<file path="src/rtl/wkt_sine_source.sv">
// Prescaled phase-accumulator sine source: 64-entry quarter-wave ROM feeding a
// three-stage pipeline (accumulate, fold address, ROM read + sign).
module wkt_sine_source #(
    parameter int CLK_DIV = 16000,
    parameter int PHASE_W = 16
) (
    input  logic               i_clk,
    input  logic               i_reset,
    input  logic               i_enable,
    input  logic [PHASE_W-1:0] i_step,
    output logic [7:0]         o_sample,
    output logic               o_valid,
    output logic [PHASE_W-1:0] o_phase
);

    localparam int CNT_W = (CLK_DIV > 1) ? $clog2(CLK_DIV) : 1;
    localparam logic [CNT_W-1:0] CNT_MAX = CNT_W'(CLK_DIV - 1);

    // round(127*sin(pi*k/128)), k = 63 down to 0 (MSB first)
    localparam logic [64*7-1:0] SINE_TAB = {
        7'd127, 7'd127, 7'd127, 7'd126, 7'd126, 7'd126, 7'd125, 7'd125,
        7'd124, 7'd123, 7'd122, 7'd122, 7'd121, 7'd120, 7'd118, 7'd117,
        7'd116, 7'd115, 7'd113, 7'd112, 7'd111, 7'd109, 7'd107, 7'd106,
        7'd104, 7'd102, 7'd100, 7'd98,  7'd96,  7'd94,  7'd92,  7'd90,
        7'd88,  7'd85,  7'd83,  7'd81,  7'd78,  7'd76,  7'd73,  7'd71,
        7'd68,  7'd65,  7'd63,  7'd60,  7'd57,  7'd54,  7'd51,  7'd49,
        7'd46,  7'd43,  7'd40,  7'd37,  7'd34,  7'd31,  7'd28,  7'd25,
        7'd22,  7'd19,  7'd16,  7'd12,  7'd9,   7'd6,   7'd3,   7'd0
    };

    logic [6:0] w_rom [64];

    generate
        for (genvar gi = 0; gi < 64; gi++) begin : g_rom
            assign w_rom[gi] = SINE_TAB[gi*7 +: 7];
        end
    endgenerate

    // Prescaler runs continuously so the tick grid never depends on i_enable.
    logic [CNT_W-1:0] r_cnt;
    logic             w_tick;

    assign w_tick = (r_cnt == CNT_MAX);

    always_ff @(posedge i_clk) begin
        if (i_reset) begin
            r_cnt <= '0;
        end else if (w_tick) begin
            r_cnt <= '0;
        end else begin
            r_cnt <= r_cnt + 1'b1;
        end
    end

    // Stage 0: phase accumulator
    logic [PHASE_W-1:0] r_phase;
    logic               r_v0;
    logic               w_advance;

    assign w_advance = w_tick && i_enable;

    always_ff @(posedge i_clk) begin
        if (i_reset) begin
            r_phase <= '0;
            r_v0    <= 1'b0;
        end else begin
            r_v0 <= w_advance;
            if (w_advance) begin
                r_phase <= r_phase + i_step;
            end
        end
    end

    // Stage 1: fold the phase onto the quarter-wave table; 63-i == ~i in 6 bits
    logic [1:0] w_quad;
    logic [5:0] w_idx;
    logic [5:0] r_addr;
    logic       r_neg;
    logic       r_v1;

    assign w_quad = r_phase[PHASE_W-1 -: 2];
    assign w_idx  = r_phase[PHASE_W-3 -: 6];

    always_ff @(posedge i_clk) begin
        if (i_reset) begin
            r_addr <= '0;
            r_neg  <= 1'b0;
            r_v1   <= 1'b0;
        end else begin
            r_addr <= w_quad[0] ? ~w_idx : w_idx;
            r_neg  <= w_quad[1];
            r_v1   <= r_v0;
        end
    end

    // Stage 2: registered ROM read with offset-binary sign; sample holds between pulses
    logic [7:0] w_mag;
    logic [7:0] r_sample;
    logic       r_valid;

    assign w_mag = {1'b0, w_rom[r_addr]};

    always_ff @(posedge i_clk) begin
        if (i_reset) begin
            r_sample <= 8'd128;
            r_valid  <= 1'b0;
        end else begin
            r_valid <= r_v1;
            if (r_v1) begin
                r_sample <= r_neg ? (8'd128 - w_mag) : (8'd128 + w_mag);
            end
        end
    end

    assign o_sample = r_sample;
    assign o_valid  = r_valid;
    assign o_phase  = r_phase;

endmodule

</file>
<file path="config.mk">
export PLATFORM = sky130hd
export DESIGN_NAME = wkt_sine_source
export DESIGN_NICKNAME = d
export VERILOG_FILES = /design/src/rtl/wkt_sine_source.sv
export SDC_FILE = /design/constraint.sdc
export NUM_CORES = 1
export LEC_CHECK = 0
export ABC_CLOCK_PERIOD_IN_PS = 3100
export CAP_MARGIN = 10
export CORE_MARGIN = 2
export CORE_UTILIZATION = 45
export DETAILED_ROUTE_END_ITERATION = 10
export PLACE_DENSITY_LB_ADDON = 0.3
export SLEW_MARGIN = 20
export SYNTH_ARGS = -nofsm -noshare
export SYNTH_HDL_FRONTEND = slang
export SYNTH_SLANG_ARGS = --single-unit
</file>
<file path="constraint.sdc">
create_clock -name i_clk -period 3.1 [get_ports i_clk]
set_clock_uncertainty 0.05 [all_clocks]
set_input_delay 0.775 -clock i_clk [delete_from_list [all_inputs] [get_ports i_clk]]
set_output_delay 0.775 -clock i_clk [all_outputs]
set_load 0.05 [all_outputs]
</file>
## After elaboration in Yosys (flattened, before gate mapping)

Memory sizes are Yosys's and may differ from the RTL's.
Cells that the tools add are included.

- Muxes and demuxes: 4
- Bitwise gates (word level): 2
- Reductions and logical operators: 2
- $lt $le $gt $ge: 1
- Equality and inequality tests: 1
- $add $sub $neg: 4

Operators with widths:

| cell | count |
|---|---|
| 16-bit adder | 1 |
| 14-bit by 1-bit adder with 14-bit output (second input constant) | 1 |
| 14-bit equality test (second input constant) | 1 |
| 7-bit two-way mux | 2 |
| 8-bit by 7-bit adder with 8-bit output (first input constant) | 1 |
| 8-bit two-way mux | 1 |
| 8-bit by 7-bit subtractor with 8-bit output (first input constant) | 1 |
| 7-bit >= comparator (second input constant) | 1 |
| 6-bit inverter with 7-bit output | 1 |
| 6-bit two-way mux | 1 |
| 6-bit inverter | 1 |
| 2-bit OR reduction | 1 |
| 1-bit logical AND | 1 |

- Memories kept: 1
- Output and inout port bits: 25
- Bits in read-only memories: 448
- Logic and storage cells: 23
- Input port bits: 19
- Flip-flop bits (word level): 48

Memories:

| name | words | width | read ports | clocked after memory_dff | write ports | line | source |
|---|---|---|---|---|---|---|---|
| (no name shown) | 64 | 7 | 1 | 0 | 0 | 101 | `assign w_mag = {1'b0, w_rom[r_addr]};` |

## Depth between registers and ports, before layout

Gate-level depths: netlist of run 1.

- Depth after elaboration: 6
- Mapped depth: 12
- Depth with buffers taken out: 11

## Worst setup path before layout of run 1

No wires, ideal clock.

- Path kind: input to register
- Start point: input port i_step[1]
- End point: register r_phase[15] (netlist: o_phase[15])
- Stages: 8
- Required time: 2.935 ns
- Library setup time: 0.115 ns
- Arrival: 2.659 ns
- Path slack: 0.276 ns
- Path buffers: 0
- Cells stage by stage: ha_1 a211o_1 a21o_1 a31o_1 or4_1 o211a_1 xnor2_1 and2_1

- Cells in the longest elaborated chain, start to end: 1

RTL lines:

| element | line | source |
|---|---|---|
| from (decl) | 10 | `input logic [PHASE_W-1:0] i_step,` |
| 16-bit adder | 69 | `r_phase <= r_phase + i_step;` |
| to (signal assigned) | 69 |  |
| to (decl) | 56 | `logic [PHASE_W-1:0] r_phase;` |

Every way passes these cells.
A chain may end at the register's enable or synchronous reset.

## Final worst setup path of run 1

Same ends and word-level chain as after synthesis.

==> run metrics, run 1 <==
DR vias/cell=around 5.5; share of cells above drive strength 1=about 9.6%; RSZ-0062 raised after global routing=no; Leak Pwr=1.66 nW; Hold Path Depth=1; pwr dens=288 nW/um2; CTS buffer count=5; max incr delay on CP=0.50 ns; largest cells by area after synthesis=dfxtp_1 28%, ha_1 9.2%, a21oi_1 4.9%; clk buf depth=2; Max Cap Viol=0; row cnt=31; Startpoint Class=input port; Die Height=approximately 90 um; hpwl dp=between 5 and 6 mm; DRT Wirelength=7.84 mm; FF-to-FF setup slack=0.46 ns; predominant post-synthesis flop cell=dfxtp_1; Max FO, Critical Path=2; DRT Pass-1 Iters=4; Compound-Gate Fraction of Synth Area=a little under a quarter; # IOs=44; area leader, netlist=dfxtp_1; Worst slew margin=approximately three fifths; Netlist cell types=64; critical path, cell by cell=clkdlybuf4s50_1 -> ha_1 -> a211o_1 -> a21o_1 -> a31o_1 -> or4_1 -> o211a_1 -> xnor2_1 -> and2_1; Fin Hold WS=0.397 ns; core area=roughly 7300 um2; post_cts resized=0; die area=between 8000 and 9000 um2; status=finished clean; Setup violations, final=0; DP Area=4040 um2; crit path kind=in2reg; XOR/XNOR share of the synthesized area=approximately 7.2%; Worst-Skew Late Latency=about 0.30 ns; syn nets=about 470; Final Critical Period=3.00 ns; Reg2Reg Depth=10; final instance area=4170 um2; ant diodes=0; top-area cell type share of the netlist area=between 20% and 30%; gr ovfl total=0; fin crit share=96.7%; largest net degree at the start of global routing=26; CP bufs+invs=1; Worst Max-Slew Pin Slew=0.623 ns; total track usage=19.0%; area grow syn2layout=22.7%; Final Util=57.1%; number of DRC markers in iteration 0=~120; CTS Root Cell=clkbuf_8; worst hold path type=reg2reg; Top delay family on crit path=compound AO/OA/AOI/OAI gates; CP max stage cell=or4_1; cts hold-fix bufs=0; pre-CTS WS=-0.213 ns; sequential area share after synthesis=between 20 and 30%; mux share of post-synthesis cell area=2.17%; first-pass GRT wire length=~13 mm; Reg-to-Reg End=o_sample[6]; Port Buffers=43; Async SR Flop Fraction=0%; Post-CTS Setup Bufs=0; fraction of the mapped netlist area in adder cells=9.80%; Data required, critical path=3.26 ns; Min-Delay Startpoint=r_v0; Starting Density=46.6%; largest family of logic cells by synthesized area=simple AND/OR/NAND/NOR gates; Final Max Tran Viols=0; Placer Congestion=0.884; clock sink count=between 40 and 50; Mapped Cells=roughly 430; worst r2r src=r_addr[1]; Mapped Area=3390 um2; vias in the first global route=2,927; # DRC=0; vias=3,188; initial antenna violation count=0; Simple-Gate Fraction of Synth Area=about a quarter; Worst setup EP type=register; die width=90.9 um; CTS tree=yes; #FFs+latches synth=48; Arr. time, crit path=3.16 ns; VDD IR-drop max=193 uV; Synth top cells by count=48 x dfxtp_1, 44 x nand2_1, 42 x nor2_1; Nets=522; H-tree levels=2; Synth Area per Inst=7.97 um2; Hold EP=r_v1; final-report hold violation count=0; count leader, synth=dfxtp_1; Ys Warns=0; remaining antenna violation count=0; fin worst setup slack=0.104 ns; clock-pin slew on the worst setup and hold paths=0.10 ns; drt wl/cell=around 14 um; Peak Freq=334 MHz; Post-synth EDFFs=0
[power breakdown]
group          switching (mW)  leakage [nW]  internal, mW
registers             0.00373         0.387         0.619
clock network           0.222        0.0614         0.264
logic                  0.0430          1.21        0.0463
[sequential cells by signal, summed over array words and instances, names as in the netlist]
| name | cells |
|---|---|
| o_sample | 8 |
| r_v0 | 1 |
| o_valid | 1 |
| o_phase | 16 |
| r_v1 | 1 |
| r_neg | 1 |
| r_cnt | 14 |
| r_addr | 6 |
[stage by stage]
stage / TNS [ns] / power (mW) / std cells
after floorplan: 0 / 0.682 / 426
after global placement: -0.403 / 0.725 / 569
after detailed placement: -0.775 / 0.726 / 569
after CTS: 0 / 1.21 / 577
after global routing: 0 / 1.25 / 577
final: 0 / 1.20 / 577
[layout by cell type, fill, tap and decap left out, drive strengths merged, types with 3 or more instances in the layout]
cell	synthesis	routed
a211oi	6	6
a31oi	7	7
nand4	12	12
nand3b	3	3
nand2b	13	13
buf	10	28
a311oi	3	3
nor2	42	42
clkbuf	17	6
a221oi	3	3
mux2i	4	4
o21ai	21	21
nand2	44	44
or3	8	8
xor2	14	14
a21oi	33	33
nor2b	8	8
a21o	11	11
inv	9	9
o21a	6	6
and4	3	3
ha	25	25
a211o	3	3
dfxtp	48	48
and2	4	4
o211ai	6	6
or2	3	3
clkdlybuf4s50	0	43
nor3	4	4
xnor2	14	14
nand3	11	11
[logic make-up after synthesis]
kind of cell,after synthesis
buffers and inverters,36
AO/OA/AOI/OAI,116
AND/OR/NAND/NOR,166
XOR/XNOR,28
adder cells (fa/ha/maj),26
flip-flops,48
multiplexers,6
[worst max-delay path by stage]
stage	startpoint	cells after the start	slack [ns]	end
final	i_step[1]	9	0.10	o_phase[15]
after global routing	i_step[1]	9	0.0002	o_phase[15]
after CTS	i_step[1]	9	0.12	o_phase[15]
after detailed placement	i_step[1]	9	-0.21	o_phase[15]
after global placement	i_step[1]	9	-0.20	o_phase[15]
after floorplan	i_step[1]	8	0.28	o_phase[15]
[metal layers]
layer	vias up	global-route usage, %	wire, um
li1	1631	-	-
met1	1492	25.1	3690
met2	61	32.8	3830
met3	4	3.42	269
met4	0	3.16	48
met5	-	0	0
[final cells by class]
class,instances,area (um2)
clock buffer,6,82.6
clock inverter,2,38.8
fill,732,3130
inverter,9,33.8
multi-input combinational,342,2280
sequential,48,961
tap,99,124
timing repair buffer,71,641
(Power assumes the default switching activity.)
==> run 2: changes to the inputs <==
ABC_AREA = 1   (was not set)
==> run 2 against run 1 <==
Sequential power about the same. Synthesized cell count up 20%. Sequential cell count unchanged. Fmax up 12%. Critical path depth up 4. Worst hold slack worse by 0.039 ns. Non-clock buffer count down 22. Highest routed layer unchanged.
==> run metrics, run 2 <==
worst hold path type=reg2reg (unchanged); area leader, netlist=dfxtp_1 (unchanged); VDD IR-drop max=162 uV (was 193 uV); Ys Warns=0 (unchanged); Data required, critical path=3.25 ns (was 3.26 ns); sw frac=23.3% (was 22.4%); max incr delay on CP=0.41 ns (was 0.50 ns); row cnt=31 (unchanged); Async SR Flop Fraction=0% (unchanged); count leader, synth=nand2_1 (was dfxtp_1); crit path kind=in2reg (unchanged); sw power=246 uW (was 268 uW); Peak Freq=373 MHz (was 334 MHz); Port Buffers=43 (unchanged); Arr. time, crit path=2.83 ns (was 3.16 ns); predominant post-synthesis flop cell=dfxtp_1 (unchanged); Synth top cells by count=122 x nand2_1, 56 x inv_1, 50 x nor2_1 (was 48 x dfxtp_1, 44 x nand2_1, 42 x nor2_1); initial antenna violation count=0 (unchanged); Max FO, Critical Path=3 (was 2); share of cells above drive strength 1=5.64% (was 9.62%); pwr dens=268 nW/um2 (was 288 nW/um2); die area=8160 um2 (was 8250 um2); vias=3,286 (was 3,188); CTS Root Cell=clkbuf_8 (unchanged); Seq pwr share=58.8% (was 52.0%); core area=7250 um2 (was 7290 um2); clock-pin slew on the worst setup and hold paths=0.09 ns (was 0.10 ns); Mapped Area=3350 um2 (was 3390 um2); Worst slew margin=65.9% (was 58.4%); Worst Max-Slew Pin Slew=0.510 ns (was 0.623 ns); DRT Pass-1 Iters=4 (unchanged); total track usage=19.6% (was 19.0%); Setup violations, final=0 (unchanged); internal power=810 uW (was 930 uW); Nets=595 (was 522); Final Util=54.4% (was 57.1%); Final Critical Period=2.68 ns (was 3.00 ns); cts hold-fix bufs=0 (unchanged); #FFs+latches synth=48 (unchanged); Die Height=90.3 um (was 90.9 um); status=finished clean (unchanged); combinational power share=7.5% (about the same); clock sink count=48 (unchanged); H-tree levels=2 (unchanged); critical path, cell by cell=clkdlybuf4s50_1 -> ha_1 -> fa_1 -> nand3_1 -> nand3_1 -> inv_1 -> o21a_1 -> o21ai_1 -> nand2_1 -> a21o_1 -> nand3_1 -> nand2_1 -> inv_1 (was clkdlybuf4s50_1 -> ha_1 -> a211o_1 -> a21o_1 -> a31o_1 -> or4_1 -> o211a_1 -> xnor2_1 -> and2_1); Max Cap Viol=0 (unchanged); Startpoint Class=input port (unchanged); # DRC=0 (unchanged); Top delay family on crit path=adder cells (was compound AO/OA/AOI/OAI gates); CP max stage cell=fa_1 (was or4_1); Fin Hold WS=0.358 ns (was 0.397 ns); DP Area=3860 um2 (was 4040 um2); DRT Wirelength=7.73 mm (was 7.84 mm); area grow syn2layout=17.6% (was 22.7%); largest cells by area after synthesis=dfxtp_1 29%, nand2_1 14%, ha_1 9.3% (was dfxtp_1 28%, ha_1 9.2%, a21oi_1 4.9%); most frequent cells in the layout=122 x nand2_1, 56 x inv_1, 50 x nor2_1 (was 48 x dfxtp_1, 44 x nand2_1, 43 x clkdlybuf4s50_1); syn nets=555 (was 471); sequential area share after synthesis=28.6% (was 28.3%); fillers=730 (was 732); placed instance count=642 (was 569); vias in the first global route=3,192 (was 2,927); Leak Pwr=1.79 nW (was 1.66 nW); remaining antenna violation count=0 (unchanged); Starting Density=46.2% (was 46.6%); final instance area=3950 um2 (was 4170 um2); Synth Area per Inst=6.58 um2 (was 7.97 um2); post_cts resized=0 (unchanged); commonest non-fill, non-tap cell in the layout=nand2_1 (was dfxtp_1); Post-synth EDFFs=0 (unchanged); fin crit share=86.4% (was 96.7%); fin cells=649 (was 577); Post-CTS Setup Bufs=0 (unchanged); hpwl dp=5.93 mm (was 5.83 mm); number of DRC markers in iteration 0=190 (was 123); Mapped Cells=510 (was 426); setup TNS=0 ns (unchanged); Placer Congestion=0.905 (was 0.884); gr ovfl total=0 (unchanged); DR vias/cell=5.06 (was 5.53); max reg flops=16 (unchanged); RSZ-0062 raised after global routing=no (unchanged); CTS buffer count=5 (unchanged); final-report hold violation count=0 (unchanged); Netlist cell types=36 (was 64); drt wl/cell=11.9 um (was 13.6 um); Worst-Skew Late Latency=0.29 ns (was 0.30 ns); Clock power frac=33.7% (was 40.5%); largest net degree at the start of global routing=22 (was 26); clk buf depth=2 (unchanged); CP bufs+invs=3 (was 1); # IOs=44 (unchanged); CP most frequent cell=nand3_1; die width=90.3 um (was 90.9 um); first-pass GRT wire length=13.7 mm (was 13.2 mm); Final Max Tran Viols=0 (unchanged); ant diodes=0 (unchanged); top-area cell type share of the netlist area=28.6% (was 28.3%); FF-to-FF setup slack=0.57 ns (was 0.46 ns); CTS tree=yes (unchanged); Worst setup EP type=register (unchanged)
## run 2: changes by cell type in the layout (fill, tap and decap cells not counted), sizes merged, moves of 7 or more
cell,change
nand2,+86
inv,+52
nand3,+38
buf,-22
nand2b,-13
o21ai,+11
a21oi,+10
nor2,+10
nor2b,-8
or3,-8
a21o,-7
nand4,-7
## run 2: worst register-to-register path: cells and delay by family (launching register included)
kind            cells  cell delay, ns
compound gates      1            0.22
fa+ha+maj           2            0.53
buf+inv             3            0.30
flops               1            0.47
simple gates       10            0.89
## run 2: kinds of logic (layout without fill, tap and decap cells)
| kind of cell | Yosys count | in the layout | share of synthesized area, % |
|---|---|---|---|
| xor gates and xnor gates | 19 | 19 | 4.96 |
| and+or+nand+nor | 245 | 245 | 31.2 |
| DFF | 48 | 48 | 28.6 |
| adders and majority gates | 26 | 26 | 9.92 |
| AOI/OAI and AO/OA | 94 | 94 | 15.7 |
| buffers and inverters | 78 | 118 | 9.59 |
## run 2: worst paths after layout
path,from,end,cells after the start
max,i_step[0],o_phase[10],13
min,r_v0,r_v1,2
max reg2reg,r_addr[1],o_sample[6],16
min reg2reg,r_v0,r_v1,2
## run 2: metrics by stage
step                      total power, mW  setup slack (ns)
after floorplan                     0.676             0.755
after global placement              0.713             0.196
after detailed placement            0.713             0.128
after CTS                            1.07             0.439
after global routing                 1.09             0.179
final                                1.06             0.421
## run 2: final cells by class
cell class / count / area, um2 / area share, %
clock buffers: 5 / 68.8 / 1.74
clock inverters: 2 / 12.5 / 0.317
inverters: 62 / 233 / 5.90
multi-input cells: 384 / 2070 / 52.5
flip-flops and latches: 48 / 961 / 24.4
well taps: 99 / 124 / 3.14
repair buffers: 49 / 475 / 12.0
## run 2: power by group through the flow
stage	Clock (mW)	Combinational (mW)	Sequential, mW
floorplan	0	0.0411	0.635
global placement	0	0.0770	0.636
detailed placement	0	0.0776	0.636
CTS	0.371	0.0784	0.621
global route	0.383	0.0873	0.622
finish	0.356	0.0787	0.621
## run 2: layer usage
layer | global-route usage [%] | wire length [um] | up-vias
met3 | 2.17 | 355 | 4
li1 | - | - | 1734
met2 | 33.9 | 3670 | 72
met5 | 0 | 0 | -
met4 | 5.90 | 68 | 0
met1 | 25.6 | 3640 | 1476
==> run 3: changes to the inputs <==
ABC_AREA = not set   (was 1)
CTS_BUF_LIST = sky130_fd_sc_hd__clkbuf_8   (was not set)
==> results of run 3 <==
The final DEF is identical to that of run 1; final timing and power are the same.
